File: src/rtl/relu_argmax_classifier.sv
// relu_argmax_classifier
//   Final decision stage of the ECG pipeline. Accepts NUM_IN float32 neuron
//   outputs in one parallel word. Negative lanes are clamped to +0, as the
//   upstream ReLU does. The lanes are then scanned one per cycle to find the
//   largest one. The winning class index and its value are presented over a
//   valid/ready handshake.
//
// Ports
//   i_clk           rising-edge clock
//   i_rst_n         asynchronous active-low reset
//   i_in_valid      i_in_data holds a valid activation vector
//   o_in_ready      block can accept a vector (high only while idle)
//   i_in_data       lane i at bits [32*i+31 : 32*i], float32
//   o_out_valid     result available
//   i_out_ready     consumer accepts result
//   o_out_class     index of the maximum lane
//   o_out_max       sanitised float32 value of the winning lane
//   o_out_all_zero  every sanitised lane was +0
//   o_out_neg_seen  at least one raw lane had its sign bit set (diagnostic)
module relu_argmax_classifier #(
  parameter int unsigned NUM_IN = 10,
  parameter int unsigned IDX_W  = 4
) (
  input  logic                 i_clk,
  input  logic                 i_rst_n,
  input  logic                 i_in_valid,
  output logic                 o_in_ready,
  input  logic [32*NUM_IN-1:0] i_in_data,
  output logic                 o_out_valid,
  input  logic                 i_out_ready,
  output logic [IDX_W-1:0]     o_out_class,
  output logic [31:0]          o_out_max,
  output logic                 o_out_all_zero,
  output logic                 o_out_neg_seen
);

  localparam logic [IDX_W-1:0] LastIdx = IDX_W'(NUM_IN - 1);

  typedef enum logic [1:0] {StIdle, StScan, StDone} state_e;

  state_e                r_state;
  state_e                w_state_next;

  logic [32*NUM_IN-1:0]  r_buf;
  logic [IDX_W-1:0]      r_scan;
  logic [IDX_W-1:0]      r_best_idx;
  logic [31:0]           r_best_val;
  logic                  r_neg;
  logic                  r_all_zero;

  logic                  w_accept;
  logic                  w_last;
  logic [31:0]           w_raw_lane0;
  logic [31:0]           w_san_lane0;
  logic [31:0]           w_raw_lane;
  logic [31:0]           w_san_lane;
  logic                  w_greater;

  assign w_accept    = i_in_valid & o_in_ready;
  assign w_last      = (r_scan == LastIdx);

  // Lane 0 seeds the running best directly from the input word on accept.
  assign w_raw_lane0 = i_in_data[31:0];
  assign w_san_lane0 = w_raw_lane0[31] ? 32'h0000_0000 : w_raw_lane0;

  assign w_raw_lane  = r_buf[32*int'(r_scan) +: 32];
  assign w_san_lane  = w_raw_lane[31] ? 32'h0000_0000 : w_raw_lane;

  // Sanitised lanes are non-negative floats, so their unsigned integer order
  // equals their numeric order (+Inf above finite, NaN patterns above +Inf).
  // A strict compare keeps the lowest index on ties.
  assign w_greater   = (w_san_lane > r_best_val);

  // State register
  always_ff @(posedge i_clk or negedge i_rst_n) begin
    if (!i_rst_n) begin
      r_state <= StIdle;
    end else begin
      r_state <= w_state_next;
    end
  end

  // Next-state logic
  always_comb begin
    w_state_next = r_state;
    unique case (r_state)
      StIdle:  if (w_accept)    w_state_next = StScan;
      StScan:  if (w_last)      w_state_next = StDone;
      StDone:  if (i_out_ready) w_state_next = StIdle;
      default:                  w_state_next = StIdle;
    endcase
  end

  // FSM outputs
  always_comb begin
    o_in_ready  = 1'b0;
    o_out_valid = 1'b0;
    unique case (r_state)
      StIdle:  o_in_ready  = 1'b1;
      StDone:  o_out_valid = 1'b1;
      default: ;
    endcase
  end

  // Datapath: lane buffer, scan counter and running best
  always_ff @(posedge i_clk or negedge i_rst_n) begin
    if (!i_rst_n) begin
      r_buf      <= '0;
      r_scan     <= '0;
      r_best_idx <= '0;
      r_best_val <= '0;
      r_neg      <= 1'b0;
      r_all_zero <= 1'b0;
    end else begin
      unique case (r_state)
        StIdle: begin
          if (w_accept) begin
            r_buf      <= i_in_data;
            r_best_val <= w_san_lane0;
            r_best_idx <= '0;
            r_scan     <= IDX_W'(1);
            r_neg      <= w_raw_lane0[31];
            r_all_zero <= (w_san_lane0 == 32'h0000_0000);
          end
        end
        StScan: begin
          if (w_greater) begin
            r_best_val <= w_san_lane;
            r_best_idx <= r_scan;
            // Strictly greater than a non-negative value, so it is non-zero.
            r_all_zero <= 1'b0;
          end
          r_neg  <= r_neg | w_raw_lane[31];
          r_scan <= r_scan + IDX_W'(1);
        end
        default: ;
      endcase
    end
  end

  // Result fields come straight from registers, so they hold through a stall.
  assign o_out_class    = r_best_idx;
  assign o_out_max      = r_best_val;
  assign o_out_all_zero = r_all_zero;
  assign o_out_neg_seen = r_neg;

endmodule

File: config.mk
export PLATFORM = sky130hd
export DESIGN_NAME = relu_argmax_classifier
export DESIGN_NICKNAME = d
export VERILOG_FILES = /design/src/rtl/relu_argmax_classifier.sv
export SDC_FILE = /design/constraint.sdc
export NUM_CORES = 1
export LEC_CHECK = 0
export CORE_MARGIN = 3
export CORE_UTILIZATION = 43
export DETAILED_ROUTE_END_ITERATION = 6
export PLACE_DENSITY = 0.75
export REMOVE_ABC_BUFFERS = 1
export SLEW_MARGIN = 30
export SYNTH_ARGS = -nofsm -noshare
export SYNTH_HDL_FRONTEND = slang
export SYNTH_SLANG_ARGS = --single-unit
File: constraint.sdc
create_clock -name i_clk -period 4.3 [get_ports i_clk]
set_clock_uncertainty 0.05 [all_clocks]
set_input_delay 0.86 -clock i_clk [delete_from_list [all_inputs] [get_ports i_clk]]
set_output_delay 0.86 -clock i_clk [all_outputs]
set_load 0.01 [all_outputs]
* Yosys cells after proc, flatten, opt, wreduce, memory -nomap -nowiden
Index checks and enable logic that the tools add are counted.
** Cells by class
- Add/sub/neg operators :: 1
- Multiply operators :: 0
- Divide/modulo/power cells :: 0
- Magnitude comparators :: 1
- Equality and inequality tests :: 7
- Shift-type cells :: 1
- Multiplexer cells :: 21
- Bitwise operators :: 2
- Reductions and logical operators :: 7
** Operators with widths (count)
- $shiftx 320x10->32 :: 1
- $mux 32 :: 2
- $pmux 32 s2 :: 1
- $mux 31 :: 2
- $gt 31x32->1 :: 1
- $logic_not 32->1 :: 1
- $pmux 4 s2 :: 2
- $mux 4 :: 3
- $ne 2x2->1 const B :: 4
- $mux 2 :: 3
- $pmux 2 s3 :: 1
- $reduce_and 3->1 :: 2
- $mux 1 :: 5
- $add 4x1->4 const B :: 1
- $eq 4x4->1 const B :: 1
- $pmux 1 s2 :: 2
- $reduce_and 2->1 :: 2
- $eq 2x1->1 const B :: 1
- $eq 2x2->1 const B :: 1
- $logic_not 2->1 :: 1
- $reduce_bool 2->1 :: 1
- $and 1x1->1 :: 1
- $or 1x1->1 :: 1
** Storage, ports and cells
- Bits in registers :: 364
- Bits in latches :: 0
- Memory bits (writable) :: 0
- Bits in read-only memories :: 0
- Input bits :: 324
- Output and inout bits :: 40
- Logic and storage cells :: 47
- Memories :: 0

* Longest topological paths before layout
- Depth after elaboration :: 5
- Gate-level depth with buffers :: 16
- Depth with buffers taken out :: 12

* Least setup slack after synthesis
No wires, ideal clock.
- Path kind :: register -> register
- From :: register r_scan[0]
- To :: register r_best_val[25] (netlist: o_out_max[25])
- Setup time :: 0.125 ns
- Data arrival time :: 3.804 ns
- Required time :: 4.125 ns
- Path slack :: 0.322 ns
- Stages on the path, launching flop included :: 17
- Path buffers :: 5
- Period minus slack after synthesis :: 3.978 ns
- Path through :: dfrtp_1 -> buf_2 -> buf_4 -> mux2i_1 -> a31o_2 -> o22ai_2 -> buf_2 -> buf_2 -> nor2_1 -> ha_1 -> a21o_1 -> a21oi_1 -> a21oi_1 -> or4_4 -> a22oi_4 -> buf_6 -> mux2_2
** On the way
- Cells in the longest elaborated chain, start to end :: 5
- Elaborated cells between the ends (all ways) :: 7
- Those cells by class :: order compare: 1; eq/ne: 1; shift: 1; mux: 3; reduce/logical: 1
** RTL lines
- from (decl) :: line 45 : logic [IDX_W-1:0] r_scan;
- from (signal assigned) :: line 134 : r_scan <= r_scan + IDX_W'(1);
- $shiftx 320x10->32 (*) :: line 66 : assign w_raw_lane = r_buf[32*int'(r_scan) +: 32];
- $mux 31 (*) :: line 67 : assign w_san_lane = w_raw_lane[31] ? 32'h0000_0000 : w_raw_lane;
- $gt 31x32->1 :: line 72 : assign w_greater = (w_san_lane > r_best_val);
- $ne 2x2->1 (no source line)
- $reduce_and 3->1 (no source line)
- to (signal assigned) :: line 119 : r_best_val <= w_san_lane0;
- to (signal assigned) :: line 128 : r_best_val <= w_san_lane;
- to (decl) :: line 47 : logic [31:0] r_best_val;
Every way passes the cells marked *; elsewhere a longest branch is shown, timed or not. The select of a mux whose other input is x is not followed.
A chain may end at the register's enable or synchronous reset.

* Final worst setup path
- From :: register r_scan[0]
- To :: register r_best_val[15] (netlist: o_out_max[15])
The elaborated chain is that of the path after synthesis.

==> run_results.csv <==
group,metric,value,unit
critical_path,rrSetupSlack,0.19,ns
synth,async_reset_ff_share,100.0,%
critical_path,crit_path_start,"r_scan[0]",
critical_path,cp-end-kind,"flip-flop",
route,wl_per_cell,18.49,microns
sta,slew_headroom,35.54,%
sta,worst_pin_slew,0.9669,ns
grt,track_usage,23.79,%
placement,io_buffers,362,
floorplan,core,0.03982,sq mm
synth,synth.avg_cell_area,9.182,sq um
critical_path,worstPathArrival,4.47,ns
critical_path,slowest_stage,"dfrtp_4",
floorplan,dieWidth,207.1,microns
route,vias,14420,
finish,syn_to_final_growth,33.02,%
route,drt_iter0_drc,978,
cts,clk-insertion-delay-late,0.54,ns
sta,finalWorstSetupSlack,0.1887,ns
sta,hold_viol,0,
synth,yosys_warnings,0,
status,status,"finished clean",
cts,cts_tree,"yes",
sta,timing.fmax,243.2,MHz
finish,layout-drive-gt1-share,9.232,%
synth,yosysSeqAreaShare,52.23,%
sta,setup_viol,0,
placement,place_inst,2709,
route,viasPerCell,5.184,
critical_path,worstPathMaxFanout,25,
grt,grt_max_degree,169,
pwr,p_int,11.16,mW
placement,place.gp.congestion,0.8543,
grt,grt_pass1_wl,82.17,mm
route,drtAntennaViolNets,0,
synth,ys_types,43,
grt,grt_pass1_vias,15070,
critical_path,cp_num_buf_inv,3,
sta,finalCriticalPeriod,4.111,ns
critical_path,critPathLaunchType,"flip-flop",
pwr,power_density,781.0,mW/mm^2
synth,ys_ff_latch,363,
floorplan,dieArea,0.04289,sq mm
synth,yosysMostFrequentCell,"nand2_1",
cts,cts_made_buffers,40,
pwr,seqPwrFrac,33.3,%
synth,synth_ff_type,"dfrtp_1",
floorplan,initial_core_util,43.67,%
placement,dpl.hpwl,37.42,mm
pwr,power_frac_clock,19.1,%
route,routed_wl,51.41,mm
min_path,hp-class,"input pin to async pin",
pwr,switchingPower,6.905,mW
route,route.detailed.drc,0,
route,drtPass1Iterations,5,
synth,synth_top_area_cell,"dfrtp_1",
critical_path,critPathKind,"flip-flop to flip-flop",
finish,finalNonFillerCells,2781,
cts,clkSinkCount,363,
pwr,p_leak,11.24,nW
critical_path,r2r_start,"r_scan[0]",
floorplan,row_count,73,
sta,maxSlewViolCount,0,
pwr,ir_drop,0.0005517,V
job,drv_cap,0,
cts,h-tree-depth,2,
synth,syn_area,0.01739,sq mm
floorplan,die_h,207.1,microns
critical_path,required,4.66,ns
critical_path,critPathTopFamily,"multiplexers",
grt,antenna_found_initial,4,
grt,overflow,0,
cts,cts_buffer_depth,3,
critical_path,slowest_delay,0.54,ns
synth,synth_edf_count,0,
synth,netlist_instances,1894,
cts,cts_hold_buf,0,
finish,nNetsFinal,2584,
pwr,combPwrFrac,47.6,%
synth,synth_top_area_share,52.23,%
floorplan,boundaryPins,364,
cts,cts-root-buf,"clkbuf_16",
synth,synthTopCellsByCount,"nand2_1, dfrtp_1, clkbuf_1",
cts,clkTransAtPathRegs,0.06,ns
placement,place_ws,0.02740,ns
synth,synth.top_cells.by_area,"dfrtp_1, nand2_1, mux4_2, ha_1, mux2i_1",
pwr,switching_share,38.22,%
critical_path,path_cells,"buf_12 > buf_4 > mux4_2 > a22oi_1 > o21a_1 > nor2_1 > ha_1 > nand4_1 > nor4_4 > a21oi_1 > a22oi_4 > buf_6 > mux2_2",
sta,post-route-period-util,95.61,%
## worst paths after layout
check,cells past startpoint,end
setup / recovery,13,o_out_max[15]
hold / removal,1,r_buf[58]
setup reg to reg,13,o_out_max[15]
hold reg to reg,2,r_buf[152]
max in group asynchronous,3,r_buf[33]
min in group i_clk,2,r_buf[152]
## worst reg2reg max path: stages, from the launching register on
cell and delay (ns):
dfrtp_4 0.54, buf_12 0.24, buf_4 0.27, mux4_2 0.52, a22oi_1 0.21, o21a_1 0.20, nor2_1 0.06, ha_1 0.28
nand4_1 0.21, nor4_4 0.40, a21oi_1 0.16, a22oi_4 0.26, buf_6 0.23, mux2_2 0.37
## registers in the layout, indices dropped and copies added, names as in the netlist
signal          cells
r_scan              4
o_out_all_zero      1
o_out_class         4
r_state             2
o_out_neg_seen      1
r_buf             320
o_out_max          31
## final cells by class
| type | count | area, sq um |
|---|---|---|
| Antenna cell | 3 | 7.507 |
| Clock buffer | 56 | 1142 |
| Clock inverter | 12 | 165.2 |
| Fill cell | 3435 | 16690 |
| Inverter | 36 | 135.1 |
| Multi-Input combinational cell | 1377 | 7746 |
| Sequential cell | 363 | 9091 |
| Tap cell | 525 | 656.9 |
| Timing Repair Buffer | 409 | 4188 |
## power by group through the flow
stage	sequential, mW	clock, mW	combinational, mW
final	6.02	3.45	8.60
after global routing	6.18	3.65	9.58
after CTS	6.00	3.51	8.58
after detailed placement	6.04	0	8.52
after global placement	5.97	0	8.30
after floorplan	5.94	0	5.93
## through the flow
| stage | cell area, sq um | TNS [ns] | hold WS (ns) | power [mW] | utilization [%] |
|---|---|---|---|---|---|
| after floorplan | 16900 | -854.94 | 0.3901 | 11.88 | - |
| after global placement | 21760 | 0 | 0.4020 | 14.27 | 54.63 |
| after detailed placement | 21760 | 0 | 0.4082 | 14.56 | 54.63 |
| after CTS | 23060 | 0 | 0.4137 | 18.08 | 57.92 |
| after global routing | 23130 | -0.1173 | 0.1665 | 19.40 | 58.09 |
| final | 23130 | 0 | 0.1572 | 18.07 | 58.09 |
## repair_timing
| item | in CTS | in global routing |
|---|---|---|
| setup endpoints to repair | 0 | 34 |
| setup buffers | 0 | 0 |
| gates resized for setup | 0 | 5 |
## placed cells by master, fill, tap and decap left out, types with 4 or more instances in the layout
cell type	Yosys	layout
nand2_1	1001	1000
clkdlybuf4s50_1	0	361
dfrtp_1	363	361
mux4_2	63	63
clkbuf_16	0	41
nor2_1	41	38
inv_1	36	36
mux2i_1	35	35
ha_1	33	33
a22oi_1	31	31
buf_4	2	31
o21a_1	30	30
o31ai_1	30	30
mux2_2	23	23
buf_12	0	13
a21oi_1	12	12
nand4_1	12	12
mux2_1	12	12
clkbuf_1	89	9
nand3_1	8	7
nor4_1	9	7
o21ai_0	6	6
clkbuf_8	0	6
clkinv_2	0	6
a21o_1	4	4
bufinv_16	0	4
## logic make-up after synthesis
family	share of synthesized area (%)
xor gates and xnor gates	0.05037
muxes	12.44
and+or+nand+nor	23.97
other	0.02156
DFF	52.23
AOI/OAI and AO/OA	5.288
buffers and inverters	3.619
adders and majority gates	2.374
## per-layer routing
| metal | track usage (%) | share of wire (%) | vias up |
|---|---|---|---|
| met1 | 32.74 | 43 | 7033 |
| met3 | 5.679 | 7.2 | 77 |
| met2 | 38.50 | 47 | 487 |
| met5 | 0 | 0.025 | - |
| li1 | - | - | 6817 |
| met4 | 5.758 | 2.0 | 2 |
(Power assumes the default switching activity.)
